===== config.mk =====
export PLATFORM = sky130hd
export DESIGN_NAME = x_deser_1_to_8_flat
export DESIGN_NICKNAME = d
export VERILOG_FILES = /design/src/rtl/x_deser_1_to_8_if.sv /design/src/rtl/x_deser_1_to_8.sv /design/src/flat_wrapper.sv
export SDC_FILE = /design/constraint.sdc
export NUM_CORES = 1
export LEC_CHECK = 0
export CAP_MARGIN = 30
export CORE_MARGIN = 2
export CORE_UTILIZATION = 30
export DETAILED_ROUTE_END_ITERATION = 8
export PLACE_DENSITY = 0.55
export SLEW_MARGIN = 40
export SYNTH_ARGS = -nofsm -noshare
export SYNTH_HDL_FRONTEND = slang
export SYNTH_SLANG_ARGS = --single-unit

===== constraint.sdc =====
create_clock -name i_clk -period 1.4 [get_ports i_clk]
set_input_delay 0.28 -clock i_clk [delete_from_list [all_inputs] [get_ports i_clk]]
set_output_delay 0.28 -clock i_clk [all_outputs]
set_load 0.005 [all_outputs]

===== src/rtl/x_deser_1_to_8_if.sv =====
// Serial link bundle for the 1:8 deserialiser: serial inputs plus the rebuilt
// parallel lanes, pulses and lane index.
interface x_deser_1_to_8_if;
    logic i_d;
    logic i_vld;
    logic i_sync;
    logic o_a, o_b, o_c, o_d, o_e, o_f, o_g, o_h;
    logic o_vld;
    logic o_err;
    logic o_idx_2, o_idx_1, o_idx_0;

    modport master (
        output i_d, i_vld, i_sync,
        input  o_a, o_b, o_c, o_d, o_e, o_f, o_g, o_h, o_vld, o_err,
        input  o_idx_2, o_idx_1, o_idx_0
    );

    modport slave (
        input  i_d, i_vld, i_sync,
        output o_a, o_b, o_c, o_d, o_e, o_f, o_g, o_h, o_vld, o_err,
        output o_idx_2, o_idx_1, o_idx_0
    );
endinterface


===== src/rtl/x_deser_1_to_8.sv =====
// 1:8 serial-to-parallel receiver for a link serialised by a counter-driven 8:1 mux.
// Lanes 0..6 are staged; lane 7 completes the frame straight into the output registers.
module x_deser_1_to_8 (
    input  logic             i_clk,
    input  logic             i_rst,
    x_deser_1_to_8_if.slave  bus
);
    localparam logic [2:0] LAST_IDX = 3'd7;

    logic [2:0] idx_q,   idx_d;
    logic [6:0] stg_q,   stg_d;
    logic [7:0] lanes_q, lanes_d;
    logic       vld_q,   vld_d;
    logic       err_q,   err_d;

    // NOTE: every signal gets a default at the top of always_comb so no path leaves it unassigned (no latch).
    always_comb begin
        idx_d   = idx_q;
        stg_d   = stg_q;
        lanes_d = lanes_q;
        vld_d   = 1'b0;
        err_d   = 1'b0;

        if (bus.i_sync) begin
            // Sync drops any partial frame; it is an error only if one was in progress.
            err_d = (idx_q != 3'd0);
            stg_d = 7'd0;
            if (bus.i_vld) begin
                stg_d[0] = bus.i_d;
                idx_d    = 3'd1;
            end else begin
                idx_d    = 3'd0;
            end
        end else if (bus.i_vld) begin
            if (idx_q == LAST_IDX) begin
                lanes_d = {bus.i_d, stg_q};
                vld_d   = 1'b1;
                idx_d   = 3'd0;
            end else begin
                for (int i = 0; i < 7; i++) begin
                    if (idx_q == 3'(i)) stg_d[i] = bus.i_d;
                end
                idx_d = idx_q + 3'd1;
            end
        end
    end

    // NOTE: sequential state uses non-blocking assignments so all registers update together at the edge.
    always_ff @(posedge i_clk or posedge i_rst) begin
        if (i_rst) begin
            idx_q   <= 3'd0;
            stg_q   <= 7'd0;
            lanes_q <= 8'd0;
            vld_q   <= 1'b0;
            err_q   <= 1'b0;
        end else begin
            idx_q   <= idx_d;
            stg_q   <= stg_d;
            lanes_q <= lanes_d;
            vld_q   <= vld_d;
            err_q   <= err_d;
        end
    end

    assign bus.o_a     = lanes_q[0];
    assign bus.o_b     = lanes_q[1];
    assign bus.o_c     = lanes_q[2];
    assign bus.o_d     = lanes_q[3];
    assign bus.o_e     = lanes_q[4];
    assign bus.o_f     = lanes_q[5];
    assign bus.o_g     = lanes_q[6];
    assign bus.o_h     = lanes_q[7];
    assign bus.o_vld   = vld_q;
    assign bus.o_err   = err_q;
    assign bus.o_idx_2 = idx_q[2];
    assign bus.o_idx_1 = idx_q[1];
    assign bus.o_idx_0 = idx_q[0];
endmodule


===== src/flat_wrapper.sv =====
// flat-port wrapper written by rule: the top's interface ports become plain ports
module x_deser_1_to_8_flat 
  (i_clk, i_rst, bus_i_d, bus_i_vld, bus_i_sync, bus_o_a, bus_o_b, bus_o_c, bus_o_d, bus_o_e, bus_o_f, bus_o_g, bus_o_h, bus_o_vld, bus_o_err, bus_o_idx_2, bus_o_idx_1, bus_o_idx_0);
  x_deser_1_to_8_if bus_i ();
  input  logic i_clk;
  input  logic i_rst;
  input wire logic [$bits(bus_i.i_d)-1:0] bus_i_d;
  input wire logic [$bits(bus_i.i_vld)-1:0] bus_i_vld;
  input wire logic [$bits(bus_i.i_sync)-1:0] bus_i_sync;
  output wire logic [$bits(bus_i.o_a)-1:0] bus_o_a;
  output wire logic [$bits(bus_i.o_b)-1:0] bus_o_b;
  output wire logic [$bits(bus_i.o_c)-1:0] bus_o_c;
  output wire logic [$bits(bus_i.o_d)-1:0] bus_o_d;
  output wire logic [$bits(bus_i.o_e)-1:0] bus_o_e;
  output wire logic [$bits(bus_i.o_f)-1:0] bus_o_f;
  output wire logic [$bits(bus_i.o_g)-1:0] bus_o_g;
  output wire logic [$bits(bus_i.o_h)-1:0] bus_o_h;
  output wire logic [$bits(bus_i.o_vld)-1:0] bus_o_vld;
  output wire logic [$bits(bus_i.o_err)-1:0] bus_o_err;
  output wire logic [$bits(bus_i.o_idx_2)-1:0] bus_o_idx_2;
  output wire logic [$bits(bus_i.o_idx_1)-1:0] bus_o_idx_1;
  output wire logic [$bits(bus_i.o_idx_0)-1:0] bus_o_idx_0;
  assign bus_i.i_d = bus_i_d;
  assign bus_i.i_vld = bus_i_vld;
  assign bus_i.i_sync = bus_i_sync;
  assign bus_o_a = bus_i.o_a;
  assign bus_o_b = bus_i.o_b;
  assign bus_o_c = bus_i.o_c;
  assign bus_o_d = bus_i.o_d;
  assign bus_o_e = bus_i.o_e;
  assign bus_o_f = bus_i.o_f;
  assign bus_o_g = bus_i.o_g;
  assign bus_o_h = bus_i.o_h;
  assign bus_o_vld = bus_i.o_vld;
  assign bus_o_err = bus_i.o_err;
  assign bus_o_idx_2 = bus_i.o_idx_2;
  assign bus_o_idx_1 = bus_i.o_idx_1;
  assign bus_o_idx_0 = bus_i.o_idx_0;
  x_deser_1_to_8 u_core (.i_clk(i_clk), .i_rst(i_rst), .bus(bus_i));
endmodule

==> summary.txt <==
Outcome
  – Outcome: finished, violations left
  – Failing checks: negative setup slack

Synthesis
  – Post-synthesis sequential area ratio: 52.29%
  – Post-Synthesis Cells: 77
  – Avg Synthesized Cell Area: 12.43 um^2
  – Post-Synthesis Net Count: 89
  – FFs w/ async S/R, synth: 100.0%
  – Yosys warns: 0
  – Synth cell types: 21
  – Post-Synthesis Cell Area: 957.2 um^2
  – Yosys reg bits: 20
  – Number of flops mapped to enable cells by yosys: 0
  – Synth area leaders: dfrtp_1 52%, mux2_2 9.4%, ha_1 9.2%
  – Area leader, netlist: dfrtp_1
  – Top FF cell, synth: dfrtp_1
  – Top-area cell type share of the netlist area: 52.29%

Critical path
  – Critical path launch point: u_core.idx_q[1]$_DFFE_PP0P_
  – Crit path max fanout: 6
  – Reg-to-Reg Start: u_core.idx_q[1]$_DFFE_PP0P_
  – R2r setup slk: -0.06 ns
  – Critical path data required time: 1.58 ns
  – WS Path Type: reg2reg
  – CP Capture Type: register
  – Arrival time at the worst endpoint: 1.64 ns
  – Nature of the critical path startpoint: register

Routing
  – DRC Markers: 0
  – Iteration-0 DRC Markers: 10
  – Drt total wl: 2005 um
  – First-pass DRT Iterations: 2
  – Via count: 693
  – Post-DRT Antenna Nets: 0
  – Vias/cell: 4.471
  – WL/cell: 12.94 um

Clocking
  – Max Root-Sink Buffers: 2
  – CTS tree: done
  – CTS Sinks: 20
  – Hold-fix buffers at CTS: 0
  – Clk_lat worst skew: 0.28 ns
  – Clk slew on worst S/H paths: 0.10 ns
  – TritonCTS Buffers: 3
  – H-Tree Depth: 1
  – Root Driver: clkbuf_4

Floorplanning
  – Rows: 20
  – Chip height: 60.49 um
  – Die width: 60.49 um
  – Core Region: 0.003053 mm^2
  – Initial Util: 31.35%
  – Die Area: 0.003658 mm^2
  – IO Count: 18

STA
  – Hold Slack: 0.3150 ns
  – Max-slew headroom: 77.22%
  – Worst slew pin tran: 0.3407 ns
  – Fin crit share: 104.4%
  – Final hold viol count: 0
  – Setup violations, final: 13
  – Fmax: 684.3 MHz
  – RSZ-0062 raised after global routing: yes
  – Slew Viols, Final: 0
  – Clock Skew: 0.0008822 ns
  – Time the worst path needs with I/O delays and setup: 1.461 ns
  – Setup slack after layout: -0.06136 ns

Global route
  – Initial antenna violation count: 0
  – Remaining global-route overflow: 0
  – Global-route wire length before repair: 3394 um
  – GRT Overall Usage: 12.64%
  – Largest net degree at the start of global routing: 21
  – Vias in the first global route: 691

Finish
  – Final core utilization: 45.12%
  – Layout Area Growth over Synthesis: 43.92%
  – Fill cells: 301
  – N_diodes: 0
  – Non-Filler Instances: 155
  – Layout cell share with drive strength beyond 1: 37.84%
  – Most frequent cells in the layout: 17 x dfrtp_1, 14 x buf_4, 11 x dlygate4sd2_1, 8 x mux2_2, 8 x nor2_1
  – Final nets: 125
  – Commonest non-fill, non-tap cell in the layout: dfrtp_1

Place
  – IO Port Bufs: 17
  – HPWL after DPL: 1343 um
  – Pre-CTS setup slack: -0.1777 ns
  – Inst Count DP: 148
  – Routability cong.: 0.7132

Flow run
  – Max-cap check violation count: 0

Power and ir drop
  – Maximum VDD drop: 0.0005690 V
  – Leakage: 0.7127 nW
  – Cell Pwr Density: 786.9 mW/mm^2

Worst hold path
  – Type of the tightest min-delay check: in2async
-- final timing paths --
kind	end	cells after the start
worst min-delay path	u_core.lanes_q[3]$_DFFE_PP0P_	3
max in group asynchronous	u_core.idx_q[0]$_DFFE_PP0P_	3
worst max-delay path	u_core.stg_q[2]$_DFFE_PP0P_	5
worst min register to register	u_core.lanes_q[0]$_DFFE_PP0P_	1
worst max register to register	u_core.stg_q[2]$_DFFE_PP0P_	5
min in group i_clk	u_core.lanes_q[0]$_DFFE_PP0P_	1
-- state kept, by name, summed over array words and instances (netlist names) --
register          count
u_core.bus.o_err      1
u_core.bus.o_vld      1
u_core.idx_q          3
u_core.stg_q          7
u_core.lanes_q        8
-- cell usage after synthesis (2+ instances only) --
cell type	count
and4bb_2	2
clkbuf_1	2
inv_1	6
nand3b_1	2
nand4b_1	3
ha_1	7
nor2_1	8
mux2i_1	6
o21ai_0	2
mux2_2	8
dfrtp_1	20
a21oi_1	2
-- metrics by stage --
| stage | power [mW] | setup TNS [ns] | instance area, um^2 |
|---|---|---|---|
| finish | 1.084 | -0.3794 | 1378 |
| global route | 1.143 | -1.131 | 1378 |
| CTS | 1.093 | -0.7535 | 1345 |
| detailed placement | 0.8303 | -1.570 | 1292 |
| global placement | 0.8239 | -1.399 | 1292 |
| floorplan | 0.7230 | -0.1156 | 984.7 |
-- area by class of cell --
type	instances	area, um^2	area share, %
sequential	20	504.2	36.60
multi-input combinational	48	480.5	34.88
timing repair buffer	33	286.5	20.80
tap	44	55.05	3.996
inverter	7	28.78	2.089
clock buffer	3	22.52	1.635
-- repair_timing --
action	4_1_cts	5_1_grt
endpoints found under the setup margin	23	19
pin swaps	3	7
buffers inserted	2	1
gates resized for setup	18	8
gates cloned	1	0
-- routing by layer --
metal	share of wire (%)	track usage (%)	up-vias
met2	49	21.43	14
met1	47	16.80	338
li1	-	-	341
met4	0	0.9317	0
met3	4.4	3.838	0
met5	0	0	-
-- cell families after synthesis --
family / after synthesis / synth area share, %
adders and majority gates: 7 / 9.150
AOI/OAI and AO/OA: 8 / 5.622
muxes: 14 / 15.69
DFF: 20 / 52.29
buffers and inverters: 10 / 4.314
and+or+nand+nor: 18 / 12.94
-- critical path, stage by stage, from the launching register on --
cell and delay, ns:
dfrtp_2 0.45, ha_4 0.19, ha_4 0.17, and4bb_2 0.29, mux2i_1 0.18, nor2_1 0.07
-- power breakdown --
group | total [mW] | internal, mW | switching [mW]
Sequential | 0.622 | 0.602 | 0.0198
Clock | 0.250 | 0.0999 | 0.150
Combinational | 0.212 | 0.116 | 0.0963
Total | 1.08 | 0.818 | 0.266
Power figures use the tool's default switching activity.
